File: src/rtl/alu_pkg.sv
// rtl/alu_pkg.sv - shared opcode constants, FSM encoding and legality helper
package alu_pkg;

  localparam logic [3:0] OP_ADD = 4'b0010;
  localparam logic [3:0] OP_SUB = 4'b0011;
  localparam logic [3:0] OP_MUL = 4'b0111;
  localparam logic [3:0] OP_OR  = 4'b1000;
  localparam logic [3:0] OP_NOT = 4'b1001;
  localparam logic [3:0] OP_AND = 4'b1010;
  localparam logic [3:0] OP_XOR = 4'b1011;
  localparam logic [3:0] OP_SLL = 4'b1100;
  localparam logic [3:0] OP_SRL = 4'b1101;
  localparam logic [3:0] OP_SLT = 4'b1110;

  typedef enum logic [1:0] {
    ST_IDLE = 2'd0,
    ST_EXEC = 2'd1,
    ST_RESP = 2'd2
  } state_t;

  function automatic logic op_legal(input logic [3:0] op);
    case (op)
      OP_ADD, OP_SUB, OP_MUL, OP_OR, OP_NOT,
      OP_AND, OP_XOR, OP_SLL, OP_SRL, OP_SLT: return 1'b1;
      default:                                return 1'b0;
    endcase
  endfunction

endpackage

File: src/rtl/alu_share_ctrl_alu.sv
// rtl/alu_share_ctrl_alu.sv - combinational 8-bit ALU datapath
module alu_share_ctrl_alu
  import alu_pkg::*;
(
  input  logic [7:0] a,
  input  logic [7:0] b,
  input  logic [3:0] op,
  output logic [7:0] y
);

  // Carry/borrow out of ADD/SUB is dropped by the 8-bit result; SLT compares signed.
  always_comb begin
    y = 8'h00;
    case (op)
      OP_ADD: y = a + b;
      OP_SUB: y = a - b;
      OP_MUL: y = {4'h0, a[3:0]} * {4'h0, b[3:0]};
      OP_OR:  y = a | b;
      OP_NOT: y = ~a;
      OP_AND: y = a & b;
      OP_XOR: y = a ^ b;
      OP_SLL: y = a << b[2:0];
      OP_SRL: y = a >> b[2:0];
      OP_SLT: y = {7'd0, ($signed(a) < $signed(b))};
      default: y = 8'h00;
    endcase
  end

endmodule

File: src/rtl/alu_share_ctrl.sv
// rtl/alu_share_ctrl.sv - two-requester round-robin front end for the shared ALU
module alu_share_ctrl
  import alu_pkg::*;
#(
  parameter int CNT_W = 16
) (
  input  logic             clk,
  input  logic             rst,
  input  logic [1:0]       req_valid,
  output logic [1:0]       req_ready,
  input  logic [15:0]      req_a,
  input  logic [15:0]      req_b,
  input  logic [7:0]       req_op,
  output logic [1:0]       rsp_valid,
  input  logic [1:0]       rsp_ready,
  output logic [7:0]       rsp_result,
  output logic             rsp_err,
  output logic             busy,
  output logic [CNT_W-1:0] ops_done
);

  state_t      state, state_nx;
  logic        prio;
  logic        gnt_q;
  logic        win;
  logic        hs;
  logic        rsp_fire;
  logic [7:0]  a_q, b_q;
  logic [3:0]  op_q;
  logic [7:0]  alu_y;

  alu_share_ctrl_alu u_alu (
    .a  (a_q),
    .b  (b_q),
    .op (op_q),
    .y  (alu_y)
  );

  // A lone requester wins outright; prio only breaks ties.
  assign win = (req_valid == 2'b11) ? prio : req_valid[1];

  always_ff @(posedge clk) begin
    if (rst) state <= ST_IDLE;
    else     state <= state_nx;
  end

  always_comb begin
    state_nx  = state;
    req_ready = 2'b00;
    rsp_valid = 2'b00;
    hs        = 1'b0;
    rsp_fire  = 1'b0;
    busy      = (state != ST_IDLE);
    case (state)
      ST_IDLE: begin
        if (|req_valid) begin
          req_ready = win ? 2'b10 : 2'b01;
          hs        = 1'b1;
          state_nx  = ST_EXEC;
        end
      end
      ST_EXEC: state_nx = ST_RESP;
      ST_RESP: begin
        rsp_valid = gnt_q ? 2'b10 : 2'b01;
        if (rsp_ready[gnt_q]) begin
          rsp_fire = 1'b1;
          state_nx = ST_IDLE;
        end
      end
      default: state_nx = ST_IDLE;
    endcase
  end

  always_ff @(posedge clk) begin
    if (rst) begin
      prio       <= 1'b0;
      gnt_q      <= 1'b0;
      a_q        <= 8'h00;
      b_q        <= 8'h00;
      op_q       <= 4'h0;
      rsp_result <= 8'h00;
      rsp_err    <= 1'b0;
      ops_done   <= '0;
    end else begin
      if (hs) begin
        gnt_q <= win;
        a_q   <= win ? req_a[15:8] : req_a[7:0];
        b_q   <= win ? req_b[15:8] : req_b[7:0];
        op_q  <= win ? req_op[7:4] : req_op[3:0];
      end
      if (state == ST_EXEC) begin
        if (op_legal(op_q)) begin
          rsp_result <= alu_y;
          rsp_err    <= 1'b0;
        end else begin
          rsp_result <= 8'h00;
          rsp_err    <= 1'b1;
        end
      end
      // Completion hands priority to the other requester, so a waiting loser goes next.
      if (rsp_fire) begin
        prio <= ~gnt_q;
        if (ops_done != '1) ops_done <= ops_done + {{(CNT_W-1){1'b0}}, 1'b1};
      end
    end
  end

endmodule
File: config.mk
export PLATFORM = sky130hd
export DESIGN_NAME = alu_share_ctrl
export DESIGN_NICKNAME = d
export VERILOG_FILES = /design/src/rtl/alu_pkg.sv /design/src/rtl/alu_share_ctrl_alu.sv /design/src/rtl/alu_share_ctrl.sv
export SDC_FILE = /design/constraint.sdc
export NUM_CORES = 1
export LEC_CHECK = 0
export ABC_AREA = 1
export BUFFER_PORTS_ARGS = -buffer_cell sky130_fd_sc_hd__buf_2
export CORE_AREA = 2 2 153 80
export DETAILED_ROUTE_END_ITERATION = 7
export DIE_AREA = 0 0 155 82
export PLACE_DENSITY = 0.61
export SETUP_SLACK_MARGIN = 0.3
export SLEW_MARGIN = 20
export SYNTH_ARGS = -nofsm -noshare
export SYNTH_HDL_FRONTEND = slang
export SYNTH_SLANG_ARGS = --single-unit
File: constraint.sdc
create_clock -name clk -period 3.25 [get_ports clk]
set_input_delay 0.325 -clock clk [delete_from_list [all_inputs] [get_ports clk]]
set_output_delay 0.325 -clock clk [all_outputs]
set_load 0.01 [all_outputs]
======== Word level (Yosys, flattened, before mapping) ========
Memories as Yosys holds them, arrays and structs flattened. A register that Yosys moved wholly into a read port is not among the register bits.
Cells that the tools add are included.
cells by class
  shift operators ......................... 2
  reduce and logical (&&, ||, !) cells .... 5
  magnitude comparators ................... 2
  equality and inequality tests ........... 16
  multiply operators ...................... 1
  bitwise logic cells ..................... 5
  mux-type cells .......................... 25
  divide/modulo/power cells ............... 0
  $add $sub $neg .......................... 3
operators by type and width
  kind                     count
  $pmux W8 S10             1
  $eq A4 B4 Y1 const B     7
  $mux W8                  3
  $add A16 B1 Y16 const B  1
  $ne A16 B16 Y1 const B   1
  $mux W2                  7
  $mux W4                  3
  $mux W1                  10
  $add A8 B8 Y8            1
  $and A8 B8 Y8            1
  $eq A4 B2 Y1 const B     2
  $lt A8 B8 Y1             1
  $mul A4 B4 Y8            1
  $not A8 Y8               1
  $or A8 B8 Y8             1
  $shl A8 B3 Y8            1
  $shr A8 B3 Y8            1
  $sub A8 B8 Y8            1
  $xor A8 B8 Y8            1
  $pmux W2 S3              1
  $eq A2 B2 Y1 const B     2
  $eq A4 B3 Y1 const B     1
  $ne A2 B2 Y1 const B     2
  $reduce_and A2 Y1        2
  6 further kinds          6
word-level totals
  latch bits .............................. 0
  RAM bits ................................ 0
  memories ................................ 1
  output and inout bits ................... 30
  input bits .............................. 46
  register bits ........................... 49
  ROM bits ................................ 16
memory list
  name              words  bits a word  read ports  clocked after memory_dff  wr ports  RTL line       text
  (name not given)  16     1            1           1                         0         alu_pkg.sv:22  case (op)

======== Longest topological paths before layout ========
Gate-level depths: netlist of the first run.
  depth after elaboration ................. 5
  mapped depth ............................ 18
  depth with buffers taken out ............ 17

======== Cells and area by module ========
Synthesis of the first run repeated with hierarchy kept, for this count alone.
unflattened totals
  cell total of the unflattened synthesis .. 792
  area total of the unflattened synthesis .. 4828.4 µm²
modules (own cells, without submodules)
  module              instances  cells each  area each (µm²)
  alu_share_ctrl      1          364         2562.5
  alu_share_ctrl_alu  1          428         2265.9

======== Worst setup path after synthesis of the first run ========
No wires, ideal clock.
  path kind ............................... register to register
  start point ............................. register b_q[1]
  end point ............................... register rsp_result[6]
  period minus slack after synthesis ...... 3194 ps
  setup slack ............................. 56 ps
  path buffers ............................ 2
  data arrival time ....................... 3062 ps
  cell stages (with the launch flop) ...... 17
  cells stage by stage .................... dfxtp_1 -> buf_2 -> clkbuf_1 -> nand2_1 -> fa_1 -> inv_1 -> fa_1 -> inv_1 -> fa_1 -> inv_1 -> nand3_1 -> nand2_1 -> nand2_1 -> nand3_1 -> nand3_1 -> o21ai_0 -> a21oi_1
between the ends
  longest elaborated chain between the ends .. 3
ends and longest elaborated chain
  item                                         RTL line                  text
  start: declaration                           alu_share_ctrl.sv:28      logic [7:0] a_q, b_q;
  start signal: assignment                     alu_share_ctrl.sv:88      b_q <= win ? req_b[15:8] : req_b[7:0];
  $mul A4 B4 Y8, or another cell as far along  alu_share_ctrl_alu.sv:17  OP_MUL: y = {4'h0, a[3:0]} * {4'h0, b[3:0]};
  $pmux W8 S10 (*)                             alu_share_ctrl_alu.sv:14  case (op)
  $mux W8 (*)                                  alu_share_ctrl.sv:92      if (op_legal(op_q)) begin
  end signal: assignment                       alu_share_ctrl.sv:93      rsp_result <= alu_y;
  end: declaration                             alu_share_ctrl.sv:16      output logic [7:0] rsp_result,
Mark *: on every way between the ends. The rest lies on a longest branch, timed or not.
A chain may end at the register's enable or synchronous reset.

======== Worst setup path in the final report of the first run ========
  start point ............................. register a_q[2]
  end point ............................... register rsp_result[3]
between the ends
  longest elaborated chain between the ends .. 3
ends and longest elaborated chain
  item                                         RTL line                  text
  start: declaration                           alu_share_ctrl.sv:28
  start signal: assignment                     alu_share_ctrl.sv:87      a_q <= win ? req_a[15:8] : req_a[7:0];
  $mul A4 B4 Y8, or another cell as far along  alu_share_ctrl_alu.sv:17
  $pmux W8 S10 (*)                             alu_share_ctrl_alu.sv:14
  $mux W8 (*)                                  alu_share_ctrl.sv:92
Marks and branches as above.

==> reports/summary.md, run 1 <==
The synthesized-area fraction occupied by and/or/nand/nor cells was 0.389. The number of hold buffers added after CTS was 0. Across the whole layout, storage elements account for 1010 um2. For the HPWL reported at the end of detailed placement, the log shows 12.9 mm.

The tools report the end point of the critical path as rsp_result[3]. The first routing iteration left 506 violations. The remaining design rule violation count came out at 0.

In this run the vertical extent of the chip is 82 um. The starting density of the core is 0.390, and the mux share of post-synthesis cell area is 0. The tree built by TritonCTS fans out to 50 sinks.

The beginning of the worst register-to-register path was a_q[2]. The maximum ir drop on the vdd rail came out at 185 uV. The most critical setup path has its startpoint at a_q[2]. The run gives 949 as the post-placement cell count. The class of the tightest hold or removal check is in -> reg. For this run, the top clock speed supported by timing is 0.343 GHz.

The static leakage was 2.65 nW; the count of TritonRoute iterations in the first routing pass was 6. Average detailed-routed wire length per instance: 16.5 um. At the later pin of the worst-skew pair, clock insertion delay measures 0.31 ns.

Top fanout value on the critical path: 3. The relative max-transition margin came out at 0.405. The number of antenna diodes came out at 0. The cell with the most instances after synthesis is sky130_fd_sc_hd__nand2_1.

In this run the remaining antenna-violating nets after routing total 0. For the final net count, the log shows 897. STA classifies the critical path endpoint as a flip-flop. The tool flagged a number of max-cap violations equal to 0.

The die is 155 um wide. The global route total overflow is 0. Yosys attributes the largest share of cell area to sky130_fd_sc_hd__dfxtp_1, sky130_fd_sc_hd__nand2_1, sky130_fd_sc_hd__ha_1, sky130_fd_sc_hd__nand3_1, sky130_fd_sc_hd__inv_1.

The number of slew-limit violations in the final report was 0; the number of hold violations in the final report was 0. The first global-routing pass estimated 24.0 mm of wire. The final standard cell count with taps included and fillers excluded was 958; the worst reg-to-reg setup slack was 0.33 ns.

The die area came out at 12,700 um2. At the end of routability-driven placement, the weighted congestion stood at 1.02. The run finished with clean final reports.

The required time at the endpoint of the critical path was 3.42 ns; the share of the clock period used by the worst path was 0.897. The average instance in the mapped netlist occupies 6.10 um2. After routing the design area is 5250 um2.

Ranked by instance count, the synthesized netlist is headed by sky130_fd_sc_hd__nand2_1, sky130_fd_sc_hd__inv_1, sky130_fd_sc_hd__nand3_1. The core area was 11,500 um2; the post-CTS clock slew at the launch and capture registers of the worst setup and hold paths was 0.07 ns. STA puts the critical path data arrival time at 3.09 ns. Initial antenna violation count: 0.

The number of instances in the synthesized netlist is 732. The top flip-flop cell by instance count after synthesis is sky130_fd_sc_hd__dfxtp_1. Yosys mapped the design onto 41 distinct sky130hd cell types.

The clock passes through at most 2 buffers. Setup repair after global routing could not meet its margin everywhere. Summed over all failing endpoints, the final setup total negative slack is 0 ns.

Setup violations remaining at the end of the flow were counted as 0. The placed standard-cell area is 5030 um2, and the total via count after detailed routing is 5,001. Summing all multi-input logic gate instances after layout gives 3020 um2.

The aggregate global-route resource usage came out at 0.249. The portion of synthesized cell area occupied by the leading cell type was 0.224; the CTS buffer count was 5. The count of flip-flops with a built-in enable after synthesis is 0, and the proportion of register bits with asynchronous set or reset after synthesis is 0. The combinational family with the most area after synthesis was simple AND/OR/NAND/NOR gates. The aggregate routed wire length is 15.8 mm, and the slew at the pin with the worst max-slew slack is 0.891 ns. For the cell row count, the log shows 28. The compound-cell area share of the yosys netlist came out at 0.141.

Type of the worst setup path: reg -> reg. For the synthesized area, the log shows 4460 um2. The endpoint identified for the worst register-to-register timing path is rsp_result[3]. The minimum clock period after layout works out to 2.92 ns.

The root buffer cell chosen for the clock tree is sky130_fd_sc_hd__clkbuf_16. STA classifies the critical path startpoint as a flip-flop. The post-synthesis share of cell area spent on xor and xnor gates is 0.00589, and the average vias per placed instance is 5.22.

Layout-stage area growth over the synthesis result: 17.6%. The pin count of the biggest net entering global routing is 36. The run gives 0.0144 ns as the worst clock skew on the final layout. The tools report the final standard cell utilization of the core as 0.458. The layout cell share with drive strength beyond 1 was 0.172. TritonCTS built the clock tree.

The biggest area contributor in the post-synthesis netlist is sky130_fd_sc_hd__dfxtp_1. Synthesis inferred 50 register bits. After filler insertion, the fill cell instance count of the layout stands at 1,232. The tools report the post-synthesis sequential area ratio as 0.224. For this design the ratio of total power to cell area is 400 nW/um2. The run gives 76 as the number of top-level pins. The total nets after synthesis was 822; the total of warnings raised by yosys was 0. Input and output buffers added on the ports amount to 75. Adder-cell share of the synthesized area: 0.133.

The logs give 4,396 for the via count of the first global-routing pass and 2 for the number of H-tree levels. Measured in cells, the most critical reg-to-reg path has a length of 13.
cell usage in the layout (no fill, tap or decap), types with 3 or more instances in the layout:
master / instances
sky130_fd_sc_hd__a21oi_1: 37
sky130_fd_sc_hd__a31oi_1: 16
sky130_fd_sc_hd__buf_2: 75
sky130_fd_sc_hd__buf_4: 13
sky130_fd_sc_hd__clkbuf_16: 5
sky130_fd_sc_hd__clkinv_1: 5
sky130_fd_sc_hd__dfxtp_1: 48
sky130_fd_sc_hd__fa_1: 5
sky130_fd_sc_hd__ha_1: 36
sky130_fd_sc_hd__inv_1: 90
sky130_fd_sc_hd__inv_2: 9
sky130_fd_sc_hd__nand2_1: 226
sky130_fd_sc_hd__nand2_2: 6
sky130_fd_sc_hd__nand3_1: 75
sky130_fd_sc_hd__nand3_2: 3
sky130_fd_sc_hd__nand3b_1: 3
sky130_fd_sc_hd__nand4_1: 5
sky130_fd_sc_hd__nor2_1: 54
sky130_fd_sc_hd__nor2_2: 10
sky130_fd_sc_hd__nor2_4: 3
sky130_fd_sc_hd__nor3_1: 8
sky130_fd_sc_hd__o211ai_1: 7
sky130_fd_sc_hd__o21ai_0: 37
kinds of logic after synthesis:
kind of cell	Yosys count
compound gates	111
buf+inv	124
simple gates	400
xor+xnor	3
fa+ha+maj	44
flops	50
worst min path at each step:
stage	from	endpoint	slack (ns)	depth (start not counted)
after floorplan	flip-flop	rsp_err	0.41	1
after global placement	flip-flop	rsp_err	0.42	1
after detailed placement	flip-flop	rsp_err	0.43	1
after CTS	rsp_ready[1]	prio	0.21	2
after global routing	rsp_ready[1]	prio	0.21	2
final	rsp_ready[1]	prio	0.21	2
metal layers:
metal / vias up / part of all wire / track usage
met5: - / 0 / 0
met4: 0 / 0.0035 / 0.0269
met3: 8 / 0.10 / 0.0702
met2: 235 / 0.33 / 0.299
met1: 2258 / 0.56 / 0.415
li1: 2500 / - / -
registers in the layout, summed over array words and instances, names as in the netlist, named ones only:
name,count
a_q,8
b_q,8
gnt_q,1
op_q,4
ops_done,16
prio,1
rsp_err,1
rsp_result,8
state,2
area by class of cell:
| class | instances | area share |
|---|---|---|
| clock inverters | 3 | 0.00834 |
| repair buffers | 88 | 0.0901 |
| well taps | 150 | 0.0357 |
| clock buffers | 5 | 0.0238 |
| flip-flops and latches | 50 | 0.192 |
| inverters | 104 | 0.0744 |
| multi-input cells | 558 | 0.576 |
metrics by stage:
| stage | power [mW] | hold slack (ns) | worst slack, ns |
|---|---|---|---|
| after floorplan | 1.21 | 0.406 | 0.303 |
| after global placement | 1.45 | 0.419 | 0.337 |
| after detailed placement | 1.45 | 0.429 | 0.216 |
| after CTS | 2.07 | 0.209 | 0.306 |
| after global routing | 2.21 | 0.208 | 0.239 |
| final | 2.10 | 0.207 | 0.334 |
what timing repair did:
action	4_1_cts	5_1_grt
setup endpoints to repair	3	5
gates resized for setup	2	15
setup buffers	0	1
endpoints found under the hold margin	0	0
pin swaps	1	8
gates cloned	0	0
critical path: stages, from the launching register on:
cell and delay [ns]:
sky130_fd_sc_hd__dfxtp_4 0.37, sky130_fd_sc_hd__nand2_2 0.06, sky130_fd_sc_hd__fa_1 0.56, sky130_fd_sc_hd__inv_2 0.06, sky130_fd_sc_hd__fa_1 0.59, sky130_fd_sc_hd__inv_2 0.05, sky130_fd_sc_hd__fa_2 0.53, sky130_fd_sc_hd__inv_2 0.04
sky130_fd_sc_hd__nand2_2 0.06, sky130_fd_sc_hd__nand3_2 0.06, sky130_fd_sc_hd__nor2_1 0.08, sky130_fd_sc_hd__nand3_1 0.08, sky130_fd_sc_hd__o21ai_2 0.16, sky130_fd_sc_hd__a21oi_2 0.07
report_power, final:
part / switching (mW) / total, mW / internal (mW) / leakage [nW]
combinational: 0.517 / 0.769 / 0.252 / 2.16
sequential: 0.0554 / 0.707 / 0.652 / 0.410
clock: 0.257 / 0.623 / 0.365 / 0.0842
total: 0.830 / 2.10 / 1.27 / 2.65
No activity file was read; power rests on OpenSTA's default activity.
==> run 2, diff against run 1 <==
--- a/config.mk
+++ b/config.mk
@@ -10,7 +10,8 @@
 export CORE_AREA = 2 2 153 80
 export DETAILED_ROUTE_END_ITERATION = 7
 export DIE_AREA = 0 0 155 82
-export PLACE_DENSITY = 0.61
+export PLACE_DENSITY = 0.58
+export REMOVE_ABC_BUFFERS = 1
 export SETUP_SLACK_MARGIN = 0.3
 export SLEW_MARGIN = 20
 export SYNTH_ARGS = -nofsm -noshare
==> constraint.sdc (replaced) <==
create_clock -name clk -period 3 [get_ports clk]
set_input_delay 0.3 -clock clk [delete_from_list [all_inputs] [get_ports clk]]
set_output_delay 0.3 -clock clk [all_outputs]
set_load 0.01 [all_outputs]
==> run 2 against run 1 <==
- global-route usage is 0.23 points lower
- largest power group unchanged
- highest routed layer unchanged
- combinational power is 9.6% higher
- utilization is 0.35 points higher
- routed wire length is 1.9% lower
- clock power is 7.5% higher
==> reports/summary.md, run 2 (same netlist as run 1, synthesis figures left out) <==
For the relative max-transition margin, the log shows 0.371 (was 0.405). The tools report the number of antenna diodes as 0 (unchanged). Setup repair after global routing could not meet its margin everywhere. The clock latency on the worst-skew pair is 0.30 ns (was 0.31 ns), and the number of H-tree levels is 2 (unchanged).

The top fanout value on the critical path was 9 (was 3). Most frequent standard cell in the layout excluding fill and tap cells: sky130_fd_sc_hd__nand2_1 (unchanged). The CTS buffer count is 5 (unchanged). Aggregate global-route resource usage: 0.246 (was 0.249). For the via count of the first global-routing pass, the log shows 4,318 (was 4,396). The number of flip-flops under the largest register name is 16 (unchanged).

The post-CTS setup buffer count was 0 (unchanged). The minimum clock period after layout was 2.76 ns (was 2.92 ns); the power per unit of standard cell area was 429 nW/um2 (was 400 nW/um2). The final net count was 897 (unchanged); the required time at the endpoint of the critical path was 3.17 ns (was 3.42 ns). The pin count of the biggest net entering global routing is 36 (unchanged). Number of violations reported at the end of detailed-routing iteration 0: 507 (was 506). The starting density of the core came out at 0.390 (unchanged). The post-placement worst setup slack came out at -0.00716 ns (was 0.216 ns). The total via count after detailed routing came out at 4,995 (was 5,001).

The type of the worst setup path is reg -> reg (unchanged). The highest achievable clock rate is 0.362 GHz (was 0.343 GHz), and the worst clock skew on the final layout is 0.00794 ns (was 0.0144 ns). The core area came out at 11,500 um2 (unchanged).

The run gives 2 (unchanged) as the number of buffers on the longest clock path. The static leakage was 2.63 nW (was 2.65 nW); the number of top-level pins was 76 (unchanged). The average vias per placed instance was 5.21 (was 5.22).

The final weighted congestion of routability-driven global placement came out at 1.03 (was 1.02). Kind of capture point of the worst setup path: a flip-flop (unchanged). The count of endpoints failing setup in the final report is 0 (unchanged). The layout cell share with drive strength beyond 1 was 0.183 (was 0.172); the number of max-cap violations was 0 (unchanged).

The tools report the beginning of the worst register-to-register path as a_q[1] (was a_q[2]). The register with the most flip-flops was ops_done (unchanged). The final standard cell utilization of the core is 0.462 (was 0.458). The run gives 0 (unchanged) as the global route total overflow. The average detailed-routed wire length per instance is 16.2 um (was 16.5 um), and the layout-stage area growth over the synthesis result is 18.5% (was 17.6%). Commonest cells after routing, fill and taps aside: sky130_fd_sc_hd__nand2_1, sky130_fd_sc_hd__inv_1, sky130_fd_sc_hd__buf_2 (was sky130_fd_sc_hd__nand2_1, sky130_fd_sc_hd__inv_1, sky130_fd_sc_hd__nand3_1, sky130_fd_sc_hd__buf_2, sky130_fd_sc_hd__nor2_1). The logs give 0 (unchanged) for the number of hold violations in the final report and 28 (unchanged) for the cell row count. For the number of slew-limit violations in the final report, the log shows 0 (unchanged). The tools report the die area as 12,700 um2 (unchanged). The logs give 23.8 mm (was 24.0 mm) for the first-pass GRT wire length and 228 uV (was 185 uV) for the maximum ir drop on the vdd rail. The buffer cell driving the clock tree root is sky130_fd_sc_hd__clkbuf_16 (unchanged).

The aggregate routed wire length was 15.5 mm (was 15.8 mm); the worst slack on hold paths was 0.189 ns (was 0.207 ns). The remaining design rule violation count was 0 (unchanged); the HPWL reported at the end of detailed placement was 12.5 mm (was 12.9 mm). The tools report the worst reg-to-reg setup slack as 0.24 ns (was 0.33 ns).

The run gives 5 (was 6) as the count of TritonRoute iterations in the first routing pass. The kind of start point of the critical path was a flip-flop (unchanged). The worst-case reg-to-reg path depth is 14 (was 13). The horizontal die dimension is 155 um (unchanged), and the share of the clock period used by the worst path is 0.920 (was 0.897). The run gives 50 (unchanged) as the sink count of the clock tree.

The terminating pin of the worst hold path was prio (unchanged). The post-CTS clock slew at the launch and capture registers of the worst setup and hold paths was 0.07 ns (about the same). Slew at the pin with the worst max-slew slack: 0.943 ns (was 0.891 ns). The die extent in y was 82 um (unchanged); the count of buffers inserted at the top-level ports was 75 (unchanged).

The startpoint of the worst hold path was rsp_ready[1] (unchanged). The run gives 0 (unchanged) as the number of hold buffers added after cts. The run gives 958 (unchanged) as the final standard cell count with taps included and fillers excluded. TritonCTS built the clock tree.

The class of the tightest hold or removal check was in -> reg (unchanged). The flow ran to the end, and the final reports show no timing, DRC or antenna violations. The logs give 0 (unchanged) for the initial antenna violation count and 0 (unchanged) for the number of antenna-violating nets in the routed design. The tools report the post-placement cell count as 950 (was 949).

The number of stages on the worst hold path is 2 (unchanged), and the worst-case setup margin in the final layout is 0.241 ns (was 0.334 ns). The arrival time at the worst endpoint is 2.93 ns (was 3.09 ns). The terminus of the critical flop-to-flop path was rsp_result[3] (unchanged).
==> run 2: final cells by class <==
| type | instances | area [um2] |
|---|---|---|
| clock inverter | 2 | 37.5 |
| fill | 1235 | 6170 |
| inverter | 104 | 390 |
| clock buffer | 6 | 129 |
| timing repair buffer | 88 | 477 |
| multi-input combinational | 558 | 3060 |
| sequential | 50 | 1010 |
| tap | 150 | 188 |
==> run 2: repair_timing <==
| action | 4_1_cts | 5_1_grt |
|---|---|---|
| pin swaps | 9 | 13 |
| setup endpoints to repair | 5 | 5 |
| gates resized for setup | 19 | 8 |
| hold endpoints to repair | 0 | 0 |
==> run 2: routing by layer <==
layer  up-vias  wire [um]  track usage
met5         -          0            0
met4         0         44       0.0222
met3         6       1630       0.0786
met2       202       5400        0.312
met1      2281       8460        0.396
li1       2506          -            -
==> run 2: worst max path at each step <==
stage / startpoint / endpoint / slack [ns] / cells after the start
2_1_floorplan: b_q[1] / rsp_result[6] / -0.04 / 14
3_3_place_gp: a_q[0] / rsp_result[6] / 0.11 / 14
3_5_place_dp: b_q[3] / rsp_result[6] / -0.007 / 14
4_1_cts: a_q[2] / rsp_result[3] / 0.22 / 13
5_1_grt: b_q[1] / rsp_result[3] / 0.07 / 13
6_report: a_q[1] / rsp_result[3] / 0.24 / 14
==> run 2: worst max-delay path, cell delays in order, from the launching register on <==
cell and delay [ns]:
sky130_fd_sc_hd__dfxtp_2 0.32, sky130_fd_sc_hd__buf_4 0.18, sky130_fd_sc_hd__ha_2 0.21, sky130_fd_sc_hd__ha_1 0.29
sky130_fd_sc_hd__ha_1 0.28, sky130_fd_sc_hd__ha_2 0.20, sky130_fd_sc_hd__inv_1 0.07, sky130_fd_sc_hd__fa_2 0.56
sky130_fd_sc_hd__inv_1 0.04, sky130_fd_sc_hd__nand2_1 0.05, sky130_fd_sc_hd__nand3_1 0.06, sky130_fd_sc_hd__nor2_1 0.08
sky130_fd_sc_hd__nand3_1 0.07, sky130_fd_sc_hd__o21ai_1 0.14, sky130_fd_sc_hd__a21oi_1 0.08
==> run 2: power breakdown <==
part / switching (mW) / internal [mW] / total (mW)
clock network: 0.275 / 0.395 / 0.670
registers: 0.0476 / 0.708 / 0.755
logic: 0.565 / 0.278 / 0.843
==> run 2: per-stage QoR <==
stage               setup TNS [ns]  area [um2]  total power, mW
detailed placement        -0.00716        5040             1.57
global route                     0        5290             2.40
global placement                 0        5040             1.56
floorplan                  -0.0467        4380             1.29
CTS                              0        5260             2.25
finish                           0        5290             2.27
==> run 3, diff against run 2 <==
--- a/config.mk
+++ b/config.mk
@@ -7,13 +7,14 @@
 export LEC_CHECK = 0
 export ABC_AREA = 1
 export BUFFER_PORTS_ARGS = -buffer_cell sky130_fd_sc_hd__buf_2
-export CORE_AREA = 2 2 153 80
+export CORE_AREA = 2 2 159 83
 export DETAILED_ROUTE_END_ITERATION = 7
-export DIE_AREA = 0 0 155 82
+export DIE_AREA = 0 0 161 85
 export PLACE_DENSITY = 0.58
 export REMOVE_ABC_BUFFERS = 1
 export SETUP_SLACK_MARGIN = 0.3
 export SLEW_MARGIN = 20
 export SYNTH_ARGS = -nofsm -noshare
 export SYNTH_HDL_FRONTEND = slang
+export SYNTH_HIERARCHICAL = 1
 export SYNTH_SLANG_ARGS = --single-unit
==> run 3 against run 2 <==
- first-iteration DRC count is 0.79% higher
- utilization is 0.49 points lower
- highest routed layer unchanged
- synthesized area is 8.2% higher
- clock skew is 0.0060 ns higher
- largest power group unchanged
- power is 1.9% higher
==> reports/summary.md, run 3 <==
The total power draw is 2.31 mW (was 2.27 mW). The run gives 4,619 (was 4,318) as the via count of the first global-routing pass. The logs give 0 (unchanged) for the global route total overflow and 0.207 (was 0.224) for the post-synthesis sequential area ratio. The starting density of the core was 0.391 (was 0.390). The tools report the kind of capture point of the worst setup path as a flip-flop (unchanged). The final net count is 956 (was 897). The cell row count is 29 (was 28), and the placed standard-cell area is 5380 um2 (was 5040 um2).

Setup repair after global routing could not meet its margin everywhere. The tools report the summed area of non-filler cells in the final layout as 5640 um2 (was 5290 um2). The combinational power share was 0.379 (was 0.372).

The total of flip-flops plus latches after synthesis works out to 50 (unchanged). The run finished with clean final reports. Layout cell share with drive strength beyond 1: 0.190 (was 0.183). Number of fill cells: 1,350 (was 1,235). Count of unique library cells instantiated by Yosys: 45 (was 41). The aggregate routed wire length is 15.9 mm (was 15.5 mm). Total of warnings raised by yosys: 6 (was 0).

For the count of endpoints failing setup in the final report, the log shows 0 (unchanged). For the number of top-level pins, the log shows 76 (unchanged). Relative max-transition margin: 0.490 (was 0.371). Class of the tightest hold or removal check: in -> reg (unchanged). The most frequent standard cell in the layout excluding fill and tap cells was sky130_fd_sc_hd__nand2_1 (unchanged).

The kind of start point of the critical path was a flip-flop (unchanged). The slew at the pin with the worst max-slew slack is 0.764 ns (was 0.943 ns), and the number of instances in the synthesized netlist is 792 (was 732). The post-synthesis share of cell area spent on xor and xnor gates works out to 0.0163 (was 0.00589). The worst-case reg-to-reg path depth came out at 13 (was 14). The first-pass GRT wire length was 25.6 mm (was 23.8 mm). The number of slew-limit violations in the final report is 0 (unchanged), and the met2 routing resource usage after global routing is 0.270 (was 0.312). Leading cell types by count after synthesis: sky130_fd_sc_hd__nand2_1, sky130_fd_sc_hd__inv_1, sky130_fd_sc_hd__nor2_1 (was sky130_fd_sc_hd__nand2_1, sky130_fd_sc_hd__inv_1, sky130_fd_sc_hd__nand3_1). Commonest cells after routing, fill and taps aside: sky130_fd_sc_hd__nand2_1, sky130_fd_sc_hd__inv_1, sky130_fd_sc_hd__buf_2 (unchanged). The number of H-tree levels is 2 (unchanged). The compound-cell area share of the yosys netlist is 0.129 (was 0.141), and the worst clock skew on the final layout is 0.0140 ns (was 0.00794 ns). The power per unit of standard cell area is 410 nW/um2 (was 429 nW/um2), and the largest stage delay on the critical path is 0.57 ns (was 0.56 ns). Proportion of register bits with asynchronous set or reset after synthesis: 0 (unchanged).

For the number of violations reported at the end of detailed-routing iteration 0, the log shows 511 (was 507). The highest achievable clock rate is 0.355 GHz (was 0.362 GHz), and the count of flip-flops with a built-in enable after synthesis is 0 (unchanged). The run gives 3.17 ns (about the same) as the required time at the endpoint of the critical path. The die extent in y was 85 um (was 82 um); the HPWL reported at the end of detailed placement was 12.9 mm (was 12.5 mm). The number of antenna-violating nets in the routed design was 0 (unchanged).

The type of the worst setup path was reg -> reg (unchanged). Share of the clock period used by the worst path: 0.939 (was 0.920). Synth top area cells: sky130_fd_sc_hd__dfxtp_1, sky130_fd_sc_hd__nand2_1, sky130_fd_sc_hd__ha_1, sky130_fd_sc_hd__inv_1, sky130_fd_sc_hd__nand3_1 (was sky130_fd_sc_hd__dfxtp_1, sky130_fd_sc_hd__nand2_1, sky130_fd_sc_hd__ha_1, sky130_fd_sc_hd__nand3_1, sky130_fd_sc_hd__inv_1).

The part of the total power dissipated in sequential elements is 0.329 (was 0.333), and the final weighted congestion of routability-driven global placement is 0.945 (was 1.03). The average instance area after synthesis works out to 6.10 um2 (about the same). The static leakage was 2.81 nW (was 2.63 nW); the worst slack on hold paths was 0.214 ns (was 0.189 ns).

The area of the multi-input gates is 3330 um2 (was 3060 um2). The adder-cell share of the synthesized area works out to 0.123 (was 0.133). Cell with the largest stage delay on the worst path: sky130_fd_sc_hd__fa_2 (unchanged). The portion of synthesized cell area occupied by the leading cell type was 0.207 (was 0.224); the sink count of the clock tree was 50 (unchanged). The fraction of met1 tracks used by global routing is 0.419 (was 0.396), and the net switching power is 0.905 mW (was 0.887 mW). The number of flip-flops under the largest register name came out at 16 (unchanged). The logs give 2.98 ns (was 2.93 ns) for the arrival time at the worst endpoint and 1010 um2 (about the same) for the area of all sequential standard cells.

The mux share of post-synthesis cell area is 0 (unchanged). The register with the most flip-flops is ops_done (unchanged). The run gives 0 (unchanged) as the number of max-cap violations. The minimum clock period after layout works out to 2.82 ns (was 2.76 ns). The routing layer with the top usage in global route was met1 (unchanged). The horizontal die dimension came out at 161 um (was 155 um). Remaining design rule violation count: 0 (unchanged). The total via count after detailed routing was 5,273 (was 4,995). The aggregate global-route resource usage came out at 0.238 (was 0.246).

The top fanout value on the critical path was 3 (was 9). Top flip-flop cell by instance count after synthesis: sky130_fd_sc_hd__dfxtp_1 (unchanged). Layout-stage area growth over the synthesis result: 16.7% (was 18.5%).

The cell with the most instances after synthesis was sky130_fd_sc_hd__nand2_1 (unchanged). The tools report the buffer cell driving the clock tree root as sky130_fd_sc_hd__clkbuf_16 (unchanged). The met3 demand-to-capacity share in global routing came out at 0.0606 (was 0.0786).

The synthesized-area fraction occupied by and/or/nand/nor cells is 0.403 (was 0.389). The cell type with the largest total area after synthesis was sky130_fd_sc_hd__dfxtp_1 (unchanged). The number of buffers on the longest clock path is 2 (unchanged), and the post-CTS clock slew at the launch and capture registers of the worst setup and hold paths is 0.08 ns (was 0.07 ns). Number of stages on the worst hold path: 2 (unchanged).

TritonCTS built the clock tree. The tools report the pin count of the biggest net entering global routing as 25 (was 36). The tools report the maximum ir drop on the vdd rail as 214 uV (was 228 uV). The combinational family with the most area after synthesis is simple AND/OR/NAND/NOR gates (unchanged).

The tools report the core area as 12,300 um2 (was 11,500 um2). For the internal power consumption, the log shows 1.41 mW (was 1.38 mW). The run gives 0 (unchanged) as the number of hold violations in the final report.

Synthesized area: 4830 um2 (was 4460 um2). The initial antenna violation count was 0 (unchanged); the clock latency on the worst-skew pair was 0.30 ns (about the same). Number of hold buffers added after cts: 0 (unchanged). The count of TritonRoute iterations in the first routing pass came out at 5 (unchanged). Number of antenna diodes: 0 (unchanged). Average vias per placed instance: 5.08 (was 5.21). The average detailed-routed wire length per instance was 15.3 um (was 16.2 um). The clock network fraction of design power is 0.291 (was 0.295), and the CTS buffer count is 5 (unchanged).

The tools report the die area as 13,700 um2 (was 12,700 um2). Worst path cell trace: nand2_2 > fa_1 > inv_2 > fa_2 > inv_2 > fa_2 > or2_4 > nand3_2 > nand3_2 > nor2_2 > nand2_1 > nand2_1 > a21oi_1 (was buf_4 > ha_2 > ha_1 > ha_1 > ha_2 > inv_1 > fa_2 > inv_1 > nand2_1 > nand3_1 > nor2_1 > nand3_1 > o21ai_1 > a21oi_1). The count of buffers inserted at the top-level ports came out at 75 (unchanged).

The switching power as a share of total power works out to 0.392 (was 0.391).
run 3: final timing paths:
| kind | endpoint | slack, ns | start |
|---|---|---|---|
| worst max register to register | rsp_result[4] | 0.18 | b_q[1] |
| worst max-delay path | rsp_result[4] | 0.18 | b_q[1] |
| worst min-delay path | prio | 0.21 | rsp_ready[1] |
| worst min register to register | rsp_result[2] | 0.46 | rsp_result[2] |
run 3: per-stage QoR:
| step | cells | TNS (ns) | worst slack, ns | util |
|---|---|---|---|---|
| detailed placement | 1029 | -0.0597 | -0.0597 | 0.436 |
| floorplan | 767 | -0.202 | -0.119 | - |
| CTS | 1037 | 0 | 0.166 | 0.455 |
| global route | 1037 | 0 | 0.0412 | 0.457 |
| finish | 1037 | 0 | 0.182 | 0.457 |
| global placement | 1029 | 0 | 0.0428 | 0.436 |
run 3: per-layer routing:
metal  wire (um)  part of all wire
met3        1780              0.11
met4          48            0.0030
met2        4990              0.31
met1        9090              0.57
met5           0                 0
run 3: area by class of cell:
type                            count  area share
Timing Repair Buffer               92      0.0899
Multi-Input combinational cell    607       0.590
Clock buffer                        5      0.0222
Tap cell                          170      0.0377
Sequential cell                    50       0.179
Inverter                          110      0.0733
Clock inverter                      3     0.00777
run 3: what timing repair did:
| action | in CTS | in global routing |
|---|---|---|
| gates resized for setup | 20 | 6 |
| pin swaps | 9 | 4 |
| setup endpoints to repair | 5 | 5 |
| buffers inserted | 0 | 0 |
run 3: critical path: cells and delay by family (launching register included):
| family | cells | cell delay [ns] |
|---|---|---|
| fa+ha+maj | 3 | 1.50 |
| simple gates | 7 | 0.70 |
| flops | 1 | 0.34 |
| buf+inv | 2 | 0.10 |
| compound gates | 1 | 0.05 |
run 3: cells by family (layout without fill, tap and decap cells):
kind of cell	after synthesis	in the layout
xor gates and xnor gates	9	9
DFF	50	50
AOI/OAI and AO/OA	108	108
buffers and inverters	135	210
adders and majority gates	44	44
and+or+nand+nor	446	446
run 3: power by group through the flow:
stage	clock (mW)	sequential [mW]	combinational (mW)
floorplan	0	0.786	0.527
global placement	0	0.771	0.841
detailed placement	0	0.772	0.838
CTS	0.681	0.760	0.855
global route	0.709	0.767	0.987
finish	0.673	0.761	0.877
